===== config.mk =====
export PLATFORM = sky130hd
export DESIGN_NAME = alu_multicycle
export DESIGN_NICKNAME = d
export VERILOG_FILES = /design/src/rtl/alu_multicycle.sv
export SDC_FILE = /design/constraint.sdc
export NUM_CORES = 1
export LEC_CHECK = 0
export ABC_AREA = 1
export BUFFER_PORTS_ARGS = -buffer_cell sky130_fd_sc_hd__buf_4
export CAP_MARGIN = 20
export CORE_MARGIN = 4
export CORE_UTILIZATION = 64
export DETAILED_ROUTE_END_ITERATION = 10
export GPL_TIMING_DRIVEN = 0
export PLACE_DENSITY = 0.93
export RECOVER_POWER = 25
export SYNTH_ARGS = -nofsm -noshare
export SYNTH_HDL_FRONTEND = slang
export SYNTH_SLANG_ARGS = --single-unit
export TNS_END_PERCENT = 100

===== constraint.sdc =====
create_clock -name clk -period 3.5 [get_ports clk]
set_clock_uncertainty 0.15 [all_clocks]
set_input_delay 0.175 -clock clk [delete_from_list [all_inputs] [get_ports clk]]
set_output_delay 0.175 -clock clk [all_outputs]
set_load 0.03 [all_outputs]

===== src/rtl/alu_multicycle.sv =====
// alu_multicycle: valid/ready ALU with single-cycle ops plus iterative multiply and unsigned divide/remainder
module alu_multicycle #(
  parameter int WIDTH = 32
) (
  input  logic             clk,
  input  logic             reset,
  input  logic             in_valid,
  output logic             in_ready,
  input  logic [WIDTH-1:0] srcA,
  input  logic [WIDTH-1:0] srcB,
  input  logic [3:0]       ALUControl,
  output logic             out_valid,
  input  logic             out_ready,
  output logic [WIDTH-1:0] ALUResult,
  output logic             zero,
  output logic             negative,
  output logic             carry,
  output logic             overflow
);
  localparam int SHW = $clog2(WIDTH);
  typedef enum logic [1:0] {IDLE, BUSY, DONE} state_t;
  state_t state, state_n;
  logic [3:0] op_r;
  logic [WIDTH-1:0] a_r, b_r, acc, addend, fast_res, iter_res, mul_acc;
  logic [WIDTH:0] sum, div_r, div_d;
  logic [SHW-1:0] cnt, sh;
  logic accept, long_op, last, sub, div_ge, fast_c, fast_v;
  assign accept = in_valid && in_ready;
  assign long_op = ALUControl >= 4'd10 && ALUControl <= 4'd12;
  assign last = cnt == SHW'(WIDTH - 1);
  always_ff @(posedge clk)
    state <= reset ? IDLE : state_n;
  always_comb begin
    state_n = state;
    if (state == IDLE && accept) state_n = long_op ? BUSY : DONE;
    else if (state == BUSY && last) state_n = DONE;
    else if (state == DONE && out_ready) state_n = IDLE;
  end
  always_comb begin
    in_ready = state == IDLE;
    out_valid = state == DONE;
  end
  always_comb begin
    sub = ALUControl == 4'd1;
    addend = sub ? ~srcB : srcB;
    sum = {1'b0, srcA} + {1'b0, addend} + (WIDTH + 1)'(sub);
    sh = srcB[SHW-1:0];
    fast_c = ALUControl <= 4'd1 && sum[WIDTH];
    fast_v = ALUControl <= 4'd1 && srcA[WIDTH-1] == addend[WIDTH-1] && sum[WIDTH-1] != srcA[WIDTH-1];
    case (ALUControl)
      4'd0, 4'd1: fast_res = sum[WIDTH-1:0];
      4'd2:       fast_res = srcA & srcB;
      4'd3:       fast_res = srcA | srcB;
      4'd4:       fast_res = {{(WIDTH-1){1'b0}}, $signed(srcA) < $signed(srcB)};
      4'd5:       fast_res = {{(WIDTH-1){1'b0}}, srcA < srcB};
      4'd6:       fast_res = srcA ^ srcB;
      4'd7:       fast_res = srcA << sh;
      4'd8:       fast_res = srcA >> sh;
      4'd9:       fast_res = WIDTH'($signed(srcA) >>> sh);
      default:    fast_res = '0;
    endcase
  end
  // a_r/b_r double as multiplicand/multiplier or quotient-shift/divisor; acc as product or remainder
  always_comb begin
    mul_acc = acc + (b_r[0] ? a_r : '0);
    div_r = {acc, a_r[WIDTH-1]};
    div_ge = div_r >= {1'b0, b_r};
    div_d = div_ge ? div_r - {1'b0, b_r} : div_r;
    iter_res = op_r == 4'd10 ? mul_acc : op_r == 4'd11 ? {a_r[WIDTH-2:0], div_ge} : div_d[WIDTH-1:0];
  end
  always_ff @(posedge clk) begin
    if (reset) begin
      op_r <= '0;
      a_r <= '0;
      b_r <= '0;
      acc <= '0;
      cnt <= '0;
      ALUResult <= '0;
      zero <= 1'b1;
      negative <= 1'b0;
      carry <= 1'b0;
      overflow <= 1'b0;
    end else if (accept) begin
      op_r <= ALUControl;
      a_r <= srcA;
      b_r <= srcB;
      acc <= '0;
      cnt <= '0;
      if (!long_op) begin
        ALUResult <= fast_res;
        zero <= fast_res == '0;
        negative <= fast_res[WIDTH-1];
        carry <= fast_c;
        overflow <= fast_v;
      end
    end else if (state == BUSY) begin
      cnt <= cnt + 1'b1;
      if (op_r == 4'd10) begin
        acc <= mul_acc;
        a_r <= a_r << 1;
        b_r <= b_r >> 1;
      end else begin
        acc <= div_d[WIDTH-1:0];
        a_r <= {a_r[WIDTH-2:0], div_ge};
      end
      if (last) begin
        ALUResult <= iter_res;
        zero <= iter_res == '0;
        negative <= iter_res[WIDTH-1];
        carry <= 1'b0;
        overflow <= 1'b0;
      end
    end
  end
endmodule

==> impl_results.md, run 1 <==
* Status: did not finish
* Stopped at: global routing (5_1_grt)
* Error message: [ERROR GRT-0232] Routing congestion too high. Check the congestion heatmap in the GUI.
* Netlist Area Pre-Place at 20400 sq um
* Ports at 110
* Ys flop type: dfxtp_1
* Clock sinks at 142
* CTS Buffer Depth at 2
* Cells taking the most area after synthesis: nand2_1, dfxtp_1, nand3_1
* Placed Area at 21700 sq um
* Synthesis Warnings at 0
* Dpl cells at 4187
* Gr usage total at 0.644
* Mapped Cells at 3677
* Max H-tree Level at 4
* Number of port buffers at 108
* Clock Root Buffer: clkbuf_16
* Avg Cell Area, Syn at 5.55 sq um
* Row Count at 65
* Ys async rst share at 0
* Placed wire-length estimate at 82300 um
* Gpl congestion at 1.30
* EDFF count, synth at 0
* Synth top area share at 0.216
* Gr ovfl total at 18
* TritonCTS Buffers at 17
* Total setup buffers inserted after CTS at 0
* Vertical die dimension at 187 um
* Post-synth net total at 3946
* Seq/Total Area, Yosys at 0.139
* Die X-Extent at 187 um
* Yosys cell types at 49
* Synth area leader: nand2_1
* #FFs+latches synth at 142
* Starting density of the core at 0.648
* Pin count of the biggest net entering global routing at 20
## repair_timing
item,in CTS
hold buffers,42
hold endpoints to repair,42
endpoints found under the setup margin,26
gates resized for setup,19
## metal layers
| metal | global-route usage | GRT overflow |
|---|---|---|
| met3 | 0.417 | 0 |
| met2 | 0.853 | 14 |
| met4 | 0.661 | 4 |
| met1 | 0.650 | 0 |
| met5 | 0.104 | 0 |
## stage by stage
| stage | setup WS, ns | utilization | TNS, ns |
|---|---|---|---|
| after CTS | 0.00268 | 0.723 | 0 |
| after floorplan | 0.390 | - | 0 |
| after detailed placement | -1.07 | 0.690 | -18.00 |
| after global placement | -1.08 | 0.690 | -17.67 |
## kinds of logic after synthesis
| logic type | Yosys count | synth area share |
|---|---|---|
| simple gates | 2110 | 0.439 |
| compound gates | 591 | 0.166 |
| buf+inv | 587 | 0.112 |
| fa+ha+maj | 197 | 0.122 |
| flops | 142 | 0.139 |
| xor+xnor | 50 | 0.0215 |
## synth_stat cells (29+ instances only)
master / instances
nand2_1: 1175
nand3_1: 489
inv_1: 424
nor2_1: 289
a21oi_1: 211
ha_1: 194
o21ai_0: 175
dfxtp_1: 142
clkbuf_1: 100
a31oi_1: 71
o211ai_1: 51
nand4_1: 47
xor2_1: 43
nor3_1: 36
buf_2: 29
==> inputs of run 2 (changes only) <==
--- a/config.mk
+++ b/config.mk
@@ -9,10 +9,10 @@
 export BUFFER_PORTS_ARGS = -buffer_cell sky130_fd_sc_hd__buf_4
 export CAP_MARGIN = 20
 export CORE_MARGIN = 4
-export CORE_UTILIZATION = 64
+export CORE_UTILIZATION = 40
 export DETAILED_ROUTE_END_ITERATION = 10
 export GPL_TIMING_DRIVEN = 0
-export PLACE_DENSITY = 0.93
+export PLACE_DENSITY_LB_ADDON = 0.15
 export RECOVER_POWER = 25
 export SYNTH_ARGS = -nofsm -noshare
 export SYNTH_HDL_FRONTEND = slang
==> run 2 against run 1 <==
Effect of this change:
- the flow now finishes, with violations (negative setup slack)
- synthesized cell count is the same
- area after synthesis is the same
==> impl_results.md, run 2 <==
* Vias in the first global route at 25.1k
* Commonest non-fill, non-tap cell in the layout: nand2_1
* EDFF count, synth at 0
* Most frequent cell after synthesis: nand2_1
* Share of cells above drive strength 1 at 0.0800
* Row Count at 82
* Hold WS at 0.0841 ns
* Number of hold violations in the final report at 0
* Core area at 50300 sq um
* Clock Root Buffer: clkbuf_16
* Worst skew pair latency at 0.48 ns
* Arrival @ worst endpoint at 3.82 ns
* Hold WC Path Type: in2reg
* Synthesis Warnings at 0
* Final worst-path setup slack at -0.0503 ns
* Pin count of the biggest net entering global routing at 20
* Failing checks: negative setup slack
* Seq/Total Area, Yosys at 0.139
* RR Startpoint: op_r[3]
* Placed wire-length estimate at 101000 um
* Final Max Slew Viols at 0
* Pwr Total at 7920 uW
* Final Cycle Share at 1.01
* Max-Cap Viols at 0
* Yosys cell types at 49
* Die X-Extent at 234 um
* Number of routed nets with antenna violations at 0
* DR pass1 iterations at 7
* Final net count at 4133
* Mapped Cells at 3677
* Synth area leader: nand2_1
* CTS tree: built
* TritonCTS Buffers at 17
* First-pass GRT wire length at 169000 um
* Starting DRT DRC Count at 3187
* Drc violations at 0
* Total die area at 54700 sq um
* Ports at 110
* Synth top area share at 0.216
* Gr ovfl total at 0
* Endpoint class of the critical path: flip-flop
* Worst-Margin Slew at 0.962 ns
* Initial antenna violation count at 5
* P_leak at 0.0118 uW
* Power density over cell area at 336 nW/um^2
* Post-synth net total at 3946
* #FFs+latches synth at 142
* Clock sinks at 142
* Ys flop type: dfxtp_1
* Dpl cells at 4457
* Ys async rst share at 0
* Area delta synth->final at 15.5%
* Placed Area at 22100 sq um
* Vertical die dimension at 234 um
* Routed WL per cell at 26.5 um
* Status: finished, violations left
* Avg Cell Area, Syn at 5.55 sq um
* Via-per-instance ratio at 5.96
* Final Instance Area at 23600 sq um
* Gr usage total at 0.427
* Cells taking the most area after synthesis: nand2_1, dfxtp_1, nand3_1
* FMAX at 282 MHz
* Crit path launch: srcB[2]
* Gpl congestion at 1.10
* Max IR drop VDD at 372 uV
* Commonest cells in the netlist: nand2_1, nand3_1, inv_1
* Final setup TNS at -0.0503 ns
* Crit path launch type: input port
* Worst-path clk slew at 0.07 ns
* Netlist Area Pre-Place at 20400 sq um
* Starting density of the core at 0.406
* Final wirelength at 120000 um
* Worst Path Class, Setup: in2reg
* R2r worst-path depth at 16
* Worst R2R Setup Slack at 0.12 ns
* Final setup fails at 1
* Worst-path fanout max at 11
* CTS Buffer Depth at 2
* Most frequent cells in the layout: nand2_1, nand3_1, inv_1
* Routed vias at 27.1k
* Max H-tree Level at 4
* Clock period minus worst slack at 3.55 ns
* R2R Path End: zero
* WP data required at 3.77 ns
* Worst slew margin at 0.356
* Worst Setup EP: zero
* Finished Layout Cells at 4550
* Number of port buffers at 108
==> run 2: timing repair <==
item | 4_1_cts | 5_1_grt
endpoints found under the setup margin | 32 | 22
endpoints found under the hold margin | 44 | 0
gates resized for setup | 57 | 107
cloned | 0 | 0
hold buffers | 44 | 0
buffers inserted | 3 | 17
pin swaps | 2 | 13
==> run 2: final cells by class <==
| type | instances | area, sq um |
|---|---|---|
| antenna | 1 | 2.50 |
| clock buffer | 19 | 443 |
| timing repair buffer | 172 | 1260 |
| inverter | 432 | 1630 |
| tap | 672 | 841 |
| clock inverter | 13 | 150 |
| multi-input combinational | 2948 | 15700 |
| sequential | 142 | 2860 |
| fill | 5797 | 26700 |
| buffer | 151 | 692 |
==> run 2: stage by stage <==
stage                util  setup slack, ns
global placement    0.439            -1.43
floorplan               -            0.390
finish              0.469          -0.0503
detailed placement  0.439            -1.41
CTS                 0.463          0.00169
global route        0.469         -0.00505
==> run 2: metal layers <==
layer  part of all wire  up-vias  track usage  routed length, um
li1                   -    12510            -                  -
met1               0.36    12491        0.485              43900
met2               0.43     1573        0.673              51600
met3              0.091      540       0.0901              11000
met4               0.12        8        0.380              13900
met5            0.00055        -     0.000893                 66
==> run 2: worst min path at each step <==
stage,startpoint,depth (start not counted),endpoint,slack (ns)
2_1_floorplan,ALUControl[2],2,op_r[2],0.17
3_3_place_gp,op_r[3],2,op_r[3],0.30
3_5_place_dp,op_r[3],2,op_r[3],0.30
4_1_cts,srcA[0],3,a_r[0],0.02
5_1_grt,srcA[0],3,a_r[0],0.05
6_report,srcA[0],3,a_r[0],0.08
==> run 2: critical path: stages <==
cell and delay (ns):
buf_4 0.10, buf_2 0.26, clkinvlp_4 0.24, buf_2 0.29, xor2_1 0.20, ha_1 0.36, nand2_1 0.10, inv_1 0.06
nand2_1 0.06, nand2_1 0.16, nand2_1 0.07, nand3_1 0.12, nand3_1 0.46, a21oi_1 0.38, nand2_1 0.08, nor2_1 0.11
nand2_1 0.07, nor2_1 0.10, nand4_1 0.16, nand2_1 0.13, nand2_1 0.06, nand2_1 0.05
==> run 2: cells by family (layout without fill, tap and decap cells) <==
logic type	Yosys count	after routing	share of synthesized area
and+or+nand+nor	2110	2110	0.439
AOI/OAI and AO/OA	591	591	0.166
buffers and inverters	587	787	0.112
adders and majority gates	197	197	0.122
DFF	142	142	0.139
xor gates and xnor gates	50	50	0.0215
other	0	1	0
==> run 2: report_power, final <==
group	internal [uW]	total [uW]	leakage, uW	switching (uW)
clock	1080	1910	0.000279	829
sequential	1740	1880	0.00117	136
combinational	1180	4130	0.0103	2950
(Power assumes the default switching activity.)
